--- src/rtl/mmu_pkg.sv ---
// Shared MMU types and constants.
// Holds the owner tag used by the dmem arbiter's in-flight ID FIFO, the
// arbiter FSM states, and the memory command/type encodings the PTW issues.
package mmu_pkg;

    typedef enum logic {
        OWN_PTW = 1'b0,
        OWN_LSU = 1'b1
    } dmem_owner_e;

    typedef enum logic [1:0] {
        S_IDLE,
        S_LOCK_PTW,
        S_LOCK_LSU
    } dmem_arb_state_e;

    // Memory command: integer load. Memory type: doubleword.
    localparam logic [4:0] M_XRD = 5'b00000;
    localparam logic [3:0] MT_D  = 4'b0011;

endpackage

--- src/rtl/ptw_dmem_arb_fifo.sv ---
// Owner-ID FIFO for the PTW/LSU dmem arbiter.
// One entry per in-flight dcache request, recording who issued it so that
// responses (which return in order) can be routed back.
// Ports:
//   clk_i, rst_i : clock, synchronous active-high reset (empties the FIFO)
//   push, din    : enqueue an owner (ignored while full)
//   pop          : dequeue the head (ignored while empty)
//   full, empty  : occupancy flags
//   head         : owner of the oldest in-flight request
module ptw_dmem_arb_fifo
    import mmu_pkg::*;
#(
    parameter int DEPTH = 4
) (
    input  logic        clk_i,
    input  logic        rst_i,
    input  logic        push,
    input  dmem_owner_e din,
    input  logic        pop,
    output logic        full,
    output logic        empty,
    output dmem_owner_e head
);

    localparam int PW = $clog2(DEPTH);
    localparam int CW = PW + 1;

    logic [DEPTH-1:0] mem;
    logic [PW-1:0]    wr_ptr;
    logic [PW-1:0]    rd_ptr;
    logic [CW-1:0]    count;
    logic             do_push;
    logic             do_pop;

    assign full    = (count == CW'(DEPTH));
    assign empty   = (count == '0);
    assign do_push = push && !full;
    assign do_pop  = pop && !empty;
    assign head    = dmem_owner_e'(mem[rd_ptr]);

    // DEPTH is a power of two, so the pointers wrap by natural overflow.
    always_ff @(posedge clk_i) begin
        if (rst_i) begin
            wr_ptr <= '0;
            rd_ptr <= '0;
            count  <= '0;
        end else begin
            if (do_push) begin
                mem[wr_ptr] <= din;
                wr_ptr      <= wr_ptr + 1'b1;
            end
            if (do_pop) begin
                rd_ptr <= rd_ptr + 1'b1;
            end
            count <= count + CW'(do_push) - CW'(do_pop);
        end
    end

endmodule

--- src/rtl/ptw_dmem_arb.sv ---
// Arbiter sharing the single L1 dcache request/response port between the
// page-table walker and the load-store unit.
// Ports:
//   clk_i, rst_i      : clock, synchronous active-high reset
//   ptw_req_*         : PTW request (always physical); ready = accepted
//   ptw_resp_*        : response/nack routed to the PTW
//   lsu_req_*         : LSU request; ready = accepted
//   lsu_resp_*        : response/nack routed to the LSU
//   resp_data_o       : dcache response data, broadcast to both
//   dmem_req_*        : request to the dcache (kill tied low)
//   dmem_ready_i      : dcache accepts the request this cycle
//   dmem_resp_*       : dcache response/nack, in request order
//   unexpected_resp_o : sticky, a response arrived with nothing in flight
//   pmu_lsu_stall_o   : LSU valid but not accepted this cycle
module ptw_dmem_arb
    import mmu_pkg::*;
#(
    parameter int ADDR_W       = 40,
    parameter int DATA_W       = 64,
    parameter int MAX_OUTST    = 4,
    parameter int STARVE_LIMIT = 8
) (
    input  logic              clk_i,
    input  logic              rst_i,
    input  logic              ptw_req_valid_i,
    input  logic [ADDR_W-1:0] ptw_req_addr_i,
    input  logic [4:0]        ptw_req_cmd_i,
    input  logic [3:0]        ptw_req_typ_i,
    input  logic [DATA_W-1:0] ptw_req_data_i,
    output logic              ptw_req_ready_o,
    output logic              ptw_resp_valid_o,
    output logic              ptw_resp_nack_o,
    input  logic              lsu_req_valid_i,
    input  logic [ADDR_W-1:0] lsu_req_addr_i,
    input  logic [4:0]        lsu_req_cmd_i,
    input  logic [3:0]        lsu_req_typ_i,
    input  logic [DATA_W-1:0] lsu_req_data_i,
    input  logic              lsu_req_phys_i,
    output logic              lsu_req_ready_o,
    output logic              lsu_resp_valid_o,
    output logic              lsu_resp_nack_o,
    output logic [DATA_W-1:0] resp_data_o,
    output logic              dmem_req_valid_o,
    output logic [ADDR_W-1:0] dmem_req_addr_o,
    output logic [4:0]        dmem_req_cmd_o,
    output logic [3:0]        dmem_req_typ_o,
    output logic [DATA_W-1:0] dmem_req_data_o,
    output logic              dmem_req_phys_o,
    output logic              dmem_req_kill_o,
    input  logic              dmem_ready_i,
    input  logic              dmem_resp_valid_i,
    input  logic              dmem_resp_nack_i,
    input  logic [DATA_W-1:0] dmem_resp_data_i,
    output logic              unexpected_resp_o,
    output logic              pmu_lsu_stall_o
);

    localparam int SW = $clog2(STARVE_LIMIT + 1);
    localparam logic [SW-1:0] STARVE_MAX = SW'(STARVE_LIMIT);

    dmem_arb_state_e state, state_nxt;
    dmem_owner_e     owner;
    dmem_owner_e     head;
    logic            req_valid;
    logic            xfer;
    logic            lsu_xfer;
    logic            fifo_full;
    logic            fifo_empty;
    logic            resp_any;
    logic            pop;
    logic [SW-1:0]   starve_cnt;

    // Grant selection. A lock state keeps driving the same requester until it
    // is accepted or withdraws, so the dcache never sees a request change
    // under it while stalled.
    always_comb begin
        state_nxt = state;
        req_valid = 1'b0;
        owner     = OWN_PTW;
        case (state)
            S_IDLE: begin
                if (!fifo_full && (ptw_req_valid_i || lsu_req_valid_i)) begin
                    req_valid = 1'b1;
                    if (lsu_req_valid_i && (!ptw_req_valid_i || starve_cnt == STARVE_MAX))
                        owner = OWN_LSU;
                    if (!dmem_ready_i)
                        state_nxt = (owner == OWN_LSU) ? S_LOCK_LSU : S_LOCK_PTW;
                end
            end
            S_LOCK_PTW: begin
                owner = OWN_PTW;
                if (!ptw_req_valid_i) begin
                    state_nxt = S_IDLE;
                end else if (!fifo_full) begin
                    req_valid = 1'b1;
                    if (dmem_ready_i) state_nxt = S_IDLE;
                end
            end
            S_LOCK_LSU: begin
                owner = OWN_LSU;
                if (!lsu_req_valid_i) begin
                    state_nxt = S_IDLE;
                end else if (!fifo_full) begin
                    req_valid = 1'b1;
                    if (dmem_ready_i) state_nxt = S_IDLE;
                end
            end
            default: state_nxt = S_IDLE;
        endcase
    end

    always_ff @(posedge clk_i) begin
        if (rst_i) state <= S_IDLE;
        else       state <= state_nxt;
    end

    assign xfer     = req_valid && dmem_ready_i;
    assign lsu_xfer = xfer && (owner == OWN_LSU);

    assign dmem_req_valid_o = req_valid;
    assign dmem_req_addr_o  = (owner == OWN_LSU) ? lsu_req_addr_i : ptw_req_addr_i;
    assign dmem_req_cmd_o   = (owner == OWN_LSU) ? lsu_req_cmd_i  : ptw_req_cmd_i;
    assign dmem_req_typ_o   = (owner == OWN_LSU) ? lsu_req_typ_i  : ptw_req_typ_i;
    assign dmem_req_data_o  = (owner == OWN_LSU) ? lsu_req_data_i : ptw_req_data_i;
    assign dmem_req_phys_o  = (owner == OWN_LSU) ? lsu_req_phys_i : 1'b1;
    assign dmem_req_kill_o  = 1'b0;

    assign ptw_req_ready_o = xfer && (owner == OWN_PTW);
    assign lsu_req_ready_o = lsu_xfer;
    assign pmu_lsu_stall_o = lsu_req_valid_i && !lsu_xfer;

    // Counts how long the LSU has been left waiting; at the limit it beats
    // the PTW in the next idle arbitration.
    always_ff @(posedge clk_i) begin
        if (rst_i)                                starve_cnt <= '0;
        else if (!lsu_req_valid_i || lsu_xfer)    starve_cnt <= '0;
        else if (starve_cnt != STARVE_MAX)        starve_cnt <= starve_cnt + 1'b1;
    end

    ptw_dmem_arb_fifo #(.DEPTH(MAX_OUTST)) u_fifo (
        .clk_i (clk_i),
        .rst_i (rst_i),
        .push  (xfer),
        .din   (owner),
        .pop   (pop),
        .full  (fifo_full),
        .empty (fifo_empty),
        .head  (head)
    );

    // A nack also retires the head; it takes precedence over valid.
    assign resp_any = dmem_resp_valid_i || dmem_resp_nack_i;
    assign pop      = resp_any && !fifo_empty;

    assign ptw_resp_valid_o = pop && (head == OWN_PTW) && !dmem_resp_nack_i;
    assign ptw_resp_nack_o  = pop && (head == OWN_PTW) &&  dmem_resp_nack_i;
    assign lsu_resp_valid_o = pop && (head == OWN_LSU) && !dmem_resp_nack_i;
    assign lsu_resp_nack_o  = pop && (head == OWN_LSU) &&  dmem_resp_nack_i;
    assign resp_data_o      = dmem_resp_data_i;

    always_ff @(posedge clk_i) begin
        if (rst_i)                        unexpected_resp_o <= 1'b0;
        else if (resp_any && fifo_empty)  unexpected_resp_o <= 1'b1;
    end

endmodule
--- config.mk ---
export PLATFORM = sky130hd
export DESIGN_NAME = ptw_dmem_arb
export DESIGN_NICKNAME = d
export VERILOG_FILES = /design/src/rtl/mmu_pkg.sv /design/src/rtl/ptw_dmem_arb_fifo.sv /design/src/rtl/ptw_dmem_arb.sv
export SDC_FILE = /design/constraint.sdc
export NUM_CORES = 1
export LEC_CHECK = 0
export BUFFER_PORTS_ARGS = -buffer_cell sky130_fd_sc_hd__clkbuf_2
export CAP_MARGIN = 20
export CELL_PAD_IN_SITES_DETAIL_PLACEMENT = 0
export CELL_PAD_IN_SITES_GLOBAL_PLACEMENT = 1
export CORE_AREA = 2 2 188 190
export DETAILED_ROUTE_END_ITERATION = 10
export DIE_AREA = 0 0 190 192
export PLACE_DENSITY_LB_ADDON = 0.1
export SLEW_MARGIN = 20
export SYNTH_ARGS = -nofsm -noshare
export SYNTH_HDL_FRONTEND = slang
export SYNTH_SLANG_ARGS = --single-unit
export TNS_END_PERCENT = 50
--- constraint.sdc ---
create_clock -name clk_i -period 3.6 [get_ports clk_i]
set_input_delay 0 -clock clk_i [delete_from_list [all_inputs] [get_ports clk_i]]
set_output_delay 0 -clock clk_i [all_outputs]
set_load 0.03 [all_outputs]
======== After elaboration in Yosys (flattened, before gate mapping) ========
Cells that the tools add are included.
storage, ports and cells
  logic and storage cells ................. 85
  bits of input ports ..................... 298
  register bits after elaboration ......... 18
  output and inout port bits .............. 188
cells by class
  reduce and logical (&&, ||, !) cells .... 32
  $lt $le $gt $ge ......................... 3
  multiplexer cells ....................... 28
  equal/unequal tests ..................... 7
  add/subtract/negate cells ............... 5
  bitwise operators ....................... 3
operator list
  cell                   count
  $mux W64               1
  $mux W40               1
  $logic_and A1 B1 Y1    17
  $mux W2                7
  $mux W1                11
  $logic_not A1 Y1       6
  $lt A2 B3 Y1 const B   2
  $pmux W2 S3            1
  $mux W5                1
  $add A2 B1 Y2 const B  2
  $add A4 B1 Y4 const B  1
  $bwmux W4              1
  $eq A4 B4 Y1 const B   1
  $logic_or A1 B1 Y1     4
  $mux W4                1
  $ne A2 B2 Y1 const B   2
  $ne A4 B4 Y1 const B   1
  $reduce_and A2 Y1      2
  $add A3 B1 Y3          1
  $eq A3 B3 Y1 const B   1
  $logic_not A3 Y1       1
  $not A1 Y1             3
  $pmux W1 S3            1
  $sub A3 B1 Y3          1
  8 further kinds        8

======== Logic depth before layout (Yosys ltp) ========
Gate-level depths: netlist (run 1).
  word-level depth ........................ 11
  gate-level depth with buffers ........... 10

======== Modules after synthesis ========
From an unflattened synthesis (run 1), not the netlist that was laid out.
second synthesis, totals
  cell total of the unflattened synthesis .. 315
  area total of the unflattened synthesis .. 3037.9 µm²
by module, submodules not included
  module             area each (µm²)  sequential area each (µm²)  times used  cells an instance
  ptw_dmem_arb       2444.8           140.1                       1           262
  ptw_dmem_arb_fifo  593.1            260.2                       1           53

======== Worst setup path before layout (run 1) ========
Ideal clock, no wire load.
  path type ............................... reg2reg
  start ................................... register state[0]
  end ..................................... register u_fifo.count[1]
  path slack .............................. 1366 ps
  cell stages (with the launch flop) ...... 10
  arrival ................................. 2106 ps
  setup time .............................. 128 ps
  period minus slack after synthesis ...... 2234 ps
  cell sequence ........................... dfxtp_1 inv_1 ha_1 mux2_2 nand2_1 a211o_2 inv_2 ha_1 fa_1 nor2b_1
on the way
  longest elaborated chain between the ends .. 6
  elaborated cells on any way between the ends .. 8
  those cells by class .................... add/sub (2); eq/ne (2); mux (1); reduce/logical (3)
ends and longest elaborated chain
  what                                  line                     text
  start, declared                       ptw_dmem_arb.sv:61       dmem_arb_state_e state, state_nxt;
  start signal, assigned                ptw_dmem_arb.sv:114      else state <= state_nxt;
  $eq A2 B2 Y1 (tied with other cells)  ptw_dmem_arb.sv:80       case (state)
  $pmux W1 S3 *                         ptw_dmem_arb.sv:80
  $logic_and A1 B1 Y1 *                 ptw_dmem_arb.sv:117      assign xfer = req_valid && dmem_ready_i;
  $logic_and A1 B1 Y1 *                 ptw_dmem_arb_fifo.sv:37  assign do_push = push && !full;
  $add A3 B1 Y3 *                       ptw_dmem_arb_fifo.sv:55  count <= count + CW'(do_push) - CW'(do_pop);
  $sub A3 B1 Y3 *                       ptw_dmem_arb_fifo.sv:55
  end signal, assigned                  ptw_dmem_arb_fifo.sv:55
  end, declared                         ptw_dmem_arb_fifo.sv:31  logic [CW-1:0] count;
Mark *: on every way between the ends. The rest lies on a longest branch, timed or not.
A chain may end at the register's enable or synchronous reset.

======== Worst setup path after layout (run 1) ========
  start ................................... register state[0]
  end ..................................... output port ptw_req_ready_o
on the way
  longest elaborated chain between the ends .. 4
  elaborated cells on any way between the ends .. 8
  those cells by class .................... eq/ne (2); mux (2); bitwise (1); reduce/logical (3)
ends and longest elaborated chain
  what                                              line                 text
  $eq A2 B2 Y1 or $logic_not A2 Y1 (tied branches)  ptw_dmem_arb.sv:80
  $pmux W1 S2 *                                     ptw_dmem_arb.sv:80
  via owner                                         ptw_dmem_arb.sv:62   dmem_owner_e owner;
  $not A1 Y1 *                                      ptw_dmem_arb.sv:128  assign ptw_req_ready_o = xfer && (owner == OWN_PTW);
  $logic_and A1 B1 Y1 *                             ptw_dmem_arb.sv:128
  end, declared                                     ptw_dmem_arb.sv:30   output logic ptw_req_ready_o,
Mark *: on every way through the listed nets, which the timed path passes. The rest lies on a longest branch.

==> flow_summary_export.csv, run 1 <==
group,metric,value,unit
placement,gp_congestion,0.8167,
floorplanning,die_x,190,um
floorplanning,rows,68,
floorplanning,dieHeight,192,um
clock_network,clkTransAtPathRegs,60,ps
yosys,synth_area,0.002992,mm^2
flow_run,cap_viol_max_count,0,
cells_and_area,final_cell_mix,"356 x clkbuf_2, 66 x mux2_2, 50 x mux2_1",
yosys,syn_avg_cell_area,9.619,um^2
route,dr_wl_met2,7.564,mm
setup_path,critical-path-slowest-cell,"buf_4",
sta,setup_violations,0,
sta,hold_viol,0,
sta,hold_slack,0.01055,ps
setup_path,cp.required,3600,ps
route,met3_length,1.823,mm
cells_and_area,nets,906,
route,vias,3323,
route,first_pass_iters,5,
route,antenna_left,0,
grt,grt_first_pass_wirelength,21.19,mm
sta,setup_slack,1050,ps
sta,tns,0,ps
route,drt_iter0_markers,55,
setup_path,crit_buf_inv,4,
yosys,synth_edf_count,4,
floorplanning,start_util,0.08725,
sta,max_freq,392.2,MHz
sta,max_slew_margin,0.6119,
placement,io_buffers,356,
clock_network,ctsResizeCount,0,
setup_path,setup.worst_path.start_class,"flip-flop",
grt,grt_pass1_vias,3402,
sta,slew_viol_final,0,
sta,period_needed,2550,ps
sta,min_period_over_period,0.7083,
yosys,ys_types,41,
grt,grt.overflow.total,0,
sta,rsz0062_at_grt,"false",
floorplanning,core,0.03429,mm^2
setup_path,worstSetupEndpointType,"output pin",
pwr,power_leakage,2.481,nW
pwr,p_per_area,389.6,mW/mm^2
placement,place_ws,1132,ps
clock_network,hold_buffers,0,
setup_path,crit_type,"reg -> out",
yosys,synth-warning-count,0,
yosys,async_flop_share,0,
clock_network,cts_tree,"done",
yosys,synth_flop_cell,"dfxtp_1",
pwr,vdd_drop_max,0.0001388,V
cells_and_area,final_util,0.1416,
placement,dp_hpwl,13.75,mm
setup_path,arrival,2550,ps
clock_network,cts_setup_buffers,0,
clock_network,numClockSinks,18,
floorplanning,io_pins,486,
route,avgViaCountPerCell,3.168,
sta,finalClockSkew,2.669,ps
setup_path,critPathTopFamily,"buffers and inverters",
clock_network,numCtsBuffers,3,
yosys,ys_seq_elements,18,
cells_and_area,area_delta_synth_final,62.32,%
grt,grt_use_total,0.07666,
yosys,synth_fp_nets,622,
clock_network,clk_latency,250,ps
setup_path,cp_max_fo,43,
yosys,yosysSeqAreaShare,0.1338,
route,met1_length,5.753,mm
floorplanning,dieArea,0.03648,mm^2
route,drc,0,
clock_network,root_buffer,"clkbuf_16",
setup_path,slowest_delay,480,ps
cells_and_area,final_common_cell,"clkbuf_2",
run_status,status,"complete, no violations",
grt,antenna_found_initial,0,
cells_and_area,nFillCells,3958,
grt,grt_start_max_net_pins,73,
setup_path,crit_chain,"inv_1 -> ha_1 -> o21ai_1 -> nor2_2 -> a21oi_4 -> buf_4 -> inv_2 -> nor2_1 -> clkbuf_2",
clock_network,cts_buffer_depth,2,
min_path,hold_path.class,"in -> out",
sta,max_slew.worst_pin.slew,582.1,ps
yosys,syn-instance-count,311,
cells_and_area,antenna_cells,0,
route,top_layer,"met4",
clock_network,htree_levels,1,
route,wl_per_cell,14.48,um
route,finalWirelength,15.19,mm
cells_and_area,final_layout_size_suffix_gt1_frac,0.7340,
## sequential cells by signal, summed over array words and instances (netlist names)
register           flops
starve_cnt             4
u_fifo.mem             4
u_fifo.count           3
state                  2
u_fifo.rd_ptr          2
u_fifo.wr_ptr          2
unexpected_resp_o      1
## cell usage after synthesis (5+ instances only)
cell type	instances	area (um^2)
buf_6	6	67.56
nand2_1	7	26.28
ha_1	12	150.1
a21oi_1	5	25.02
nor2_1	15	56.30
buf_2	6	30.03
nor3b_1	5	37.54
mux2_2	66	743.2
xnor2_1	5	43.79
buf_4	65	488.0
dfxtp_1	14	280.3
inv_1	11	41.29
mux2_1	50	563.0
## final timing paths
check | from | to | slack [ps] | cells past startpoint
worst max-delay path | state[0] | ptw_req_ready_o | 1050 | 9
worst min register to register | unexpected_resp_o | unexpected_resp_o | 470 | 2
worst min-delay path | dmem_resp_data_i[30] | resp_data_o[30] | 0.01 | 0
worst max register to register | state[0] | u_fifo.count[1] | 1130 | 9
## power by group
| part | internal, mW | total [mW] | leakage, nW | switching (mW) |
|---|---|---|---|---|
| logic | 0.526 | 1.38 | 2.29 | 0.857 |
| clock network | 0.148 | 0.228 | 0.0385 | 0.0807 |
| registers | 0.247 | 0.281 | 0.152 | 0.0340 |
## per-stage QoR
step	cells	instance area [um^2]	total power, mW
after floorplan	311	2992	1.393
after global placement	1045	4777	1.711
after detailed placement	1045	4777	1.695
after CTS	1049	4856	1.939
after global routing	1049	4856	2.034
final	1049	4856	1.892
## area by class of cell
cell class | count | area, um^2 | area share
repair buffers | 358 | 1809 | 0.3726
clock buffers | 3 | 75.07 | 0.01546
clock inverters | 1 | 3.754 | 0.0007730
flip-flops and latches | 18 | 400.4 | 0.08245
inverters | 13 | 48.80 | 0.01005
well taps | 455 | 569.3 | 0.1172
multi-input cells | 201 | 1949 | 0.4014
## metal layers
layer,vias up,global-route usage
met5,-,0
met4,0,0.005069
met3,4,0.03234
met2,257,0.1453
met1,1484,0.08211
li1,1578,-
## cell families after synthesis
family | synth area share
mux | 0.4475
buf+inv | 0.2146
simple gates | 0.08783
flops | 0.1338
compound gates | 0.03764
fa+ha+maj | 0.05688
xor+xnor | 0.02049
other cells | 0.001254
No activity file was read; power rests on OpenSTA's default activity.
==> run 2: changes to the inputs <==
--- a/config.mk
+++ b/config.mk
@@ -9,9 +9,9 @@
 export CAP_MARGIN = 20
 export CELL_PAD_IN_SITES_DETAIL_PLACEMENT = 0
 export CELL_PAD_IN_SITES_GLOBAL_PLACEMENT = 1
-export CORE_AREA = 2 2 188 190
+export CORE_AREA = 2 2 187 189
 export DETAILED_ROUTE_END_ITERATION = 10
-export DIE_AREA = 0 0 190 192
+export DIE_AREA = 0 0 189 191
 export PLACE_DENSITY_LB_ADDON = 0.1
 export SLEW_MARGIN = 20
 export SYNTH_ARGS = -nofsm -noshare
==> constraint.sdc (replaced) <==
create_clock -name clk_i -period 2.2 [get_ports clk_i]
set_input_delay 0 -clock clk_i [delete_from_list [all_inputs] [get_ports clk_i]]
set_output_delay 0 -clock clk_i [all_outputs]
set_load 0.03 [all_outputs]
==> flow_summary_export.csv, run 2 (synthesis gave the netlist of run 1 again) <==
group,metric,value,unit
placement,gp_congestion,0.8481,
cells_and_area,nets,939,
floorplanning,dieHeight,191,um
grt,grt_start_max_net_pins,26,
floorplanning,dieArea,0.03610,mm^2
pwr,power_leakage,2.854,nW
route,drc,0,
route,vias,3535,
sta,rsz0062_at_grt,"true",
floorplanning,start_util,0.08769,
flow_run,cap_viol_max_count,0,
pwr,p_switching,1.734,mW
pwr,p_clk_frac,0.100,
pwr,vdd_drop_max,0.0003118,V
clock_network,numClockSinks,18,
placement,placed_area,0.004935,mm^2
sta,setup_violations,0,
clock_network,hold_buffers,0,
cells_and_area,final_cell_mix,"276 x clkbuf_2, 66 x mux2_2, 43 x mux2_1",
cells_and_area,final_common_cell,"clkbuf_2",
sta,period_needed,2167,ps
pwr,p_int,2.001,mW
route,antenna_left,0,
cells_and_area,fin_area,0.005687,mm^2
clock_network,numCtsBuffers,3,
setup_path,worstSetupEndpointType,"output pin",
pwr,pwr-share-seq,0.122,
setup_path,worstRegToRegCells,9,
run_status,status,"complete, no violations",
sta,hold_viol,0,
clock_network,cts_tree,"done",
sta,slew_viol_final,0,
floorplanning,io_pins,486,
pwr,p_per_area,656.7,mW/mm^2
floorplanning,rows,68,
grt,grt_first_pass_wirelength,22.14,mm
grt,grt_pass1_vias,3681,
clock_network,clkTransAtPathRegs,50,ps
pwr,p_total,3.734,mW
cells_and_area,final_util,0.1667,
placement,dp_cells,1058,
cells_and_area,final_layout_size_suffix_gt1_frac,0.7847,
clock_network,root_buffer,"clkbuf_16",
cells_and_area,reg_top3,"starve_cnt (4), u_fifo.mem (4), u_fifo.count (3)",
cells_and_area,nFillCells,3879,
min_path,hold_path.class,"in -> out",
grt,grt_use_total,0.08045,
grt,grt.overflow.total,0,
route,wl_per_cell,14.78,um
clock_network,htree_levels,1,
setup_path,crit_type,"reg -> out",
clock_network,cts_buffer_depth,2,
setup_path,timing.reg2reg.setup_slack,90,ps
setup_path,crit_path_start,"u_fifo.count[1]",
setup_path,setup.worst_path.start_class,"flip-flop",
sta,tns,0,ps
setup_path,cp.required,2200,ps
setup_path,worstReg2RegStart,"state[0]",
setup_path,arrival,2170,ps
floorplanning,die_x,189,um
clock_network,clk_latency,250,ps
sta,max_freq,461.5,MHz
cells_and_area,area_delta_synth_final,90.09,%
route,finalWirelength,16.01,mm
route,avgViaCountPerCell,3.264,
route,first_pass_iters,4,
floorplanning,core,0.03412,mm^2
pwr,combPwrFrac,0.778,
setup_path,r2r_end,"u_fifo.count[1]",
grt,antenna_found_initial,0,
setup_path,cp_max_fo,17,
sta,min_period_over_period,0.9848,
sta,finalClockSkew,5.505,ps
pwr,netSwitchingFraction,0.4642,
route,drt_iter0_markers,66,
placement,dp_hpwl,13.25,mm
setup_path,crit_path_end,"dmem_req_addr_o[12]",
cells_and_area,register_area,409.1,um^2
cells_and_area,fin_cells,1083,
placement,io_buffers,356,
cells_and_area,multi_input_area,0.002048,mm^2
[run 2: cell types whose count changed in the layout (fill, tap and decap cells not counted), moves of 5 or more]
cell	delta
mux2_1	-7
clkbuf_4	+15
buf_2	+38
buf_8	+6
dfxtp_2	+7
buf_4	+17
buf_12	+5
clkbuf_2	-80
dfxtp_1	-7
mux2_4	+7
clkbuf_8	+17
buf_6	+9
[run 2: per-stage QoR]
step	setup slack (ps)	hold WS (ps)
after global placement	44.32	0.2048
after detailed placement	-1.789	0.2048
final	33.34	0.01003
after global routing	-95.67	0.09133
after CTS	-34.86	0.2048
after floorplan	2.848	114.5
[run 2: worst max-delay path, stage by stage, from the launching register on]
cell and delay, ps:
dfxtp_2 320, buf_6 120, nor3b_4 260, nor2_4 70
a21oi_4 140, buf_6 160, buf_12 160, buf_12 160
mux2_2 360, clkbuf_8 160
[run 2: cell type report]
type / count / share of cell area
antenna: 1 / 0.0004400
clock buffer: 3 / 0.01320
clock inverter: 1 / 0.0006601
inverter: 13 / 0.009461
multi-input combinational: 201 / 0.3602
sequential: 18 / 0.07195
tap: 455 / 0.1001
timing repair buffer: 391 / 0.4440
[run 2: power groups by stage]
stage	sequential [mW]	combinational [mW]	clock, mW
after floorplan	0.467	1.82	0
after global placement	0.452	2.50	0
after detailed placement	0.455	2.47	0
after CTS	0.452	2.83	0.391
after global routing	0.465	3.12	0.406
final	0.455	2.91	0.372
[run 2: what timing repair did]
action / 4_1_cts / 5_1_grt
endpoints found under the setup margin: 109 / 109
resized for setup: 85 / 79
pin swaps: 4 / 1
cloned: 4 / 3
setup buffers: 12 / 1
[run 2: routing by layer]
metal / vias to the layer above / part of all wire / GRT usage
met4: 0 / 0.0055 / 0.006911
met2: 284 / 0.53 / 0.1605
met5: - / 0 / 0
li1: 1647 / - / -
met3: 6 / 0.12 / 0.03396
met1: 1598 / 0.35 / 0.07918
[run 2: worst min path at each step]
stage	from	endpoint	slack, ps	depth (start not counted)
3_5_place_dp	dmem_resp_data_i[0]	resp_data_o[0]	0.2	0
2_1_floorplan	dmem_resp_nack_i	lsu_resp_valid_o	110	1
6_report	dmem_resp_data_i[60]	resp_data_o[60]	0.01	0
5_1_grt	dmem_resp_data_i[7]	resp_data_o[7]	0.09	0
3_3_place_gp	dmem_resp_data_i[0]	resp_data_o[0]	0.2	0
4_1_cts	dmem_resp_data_i[0]	resp_data_o[0]	0.2	0
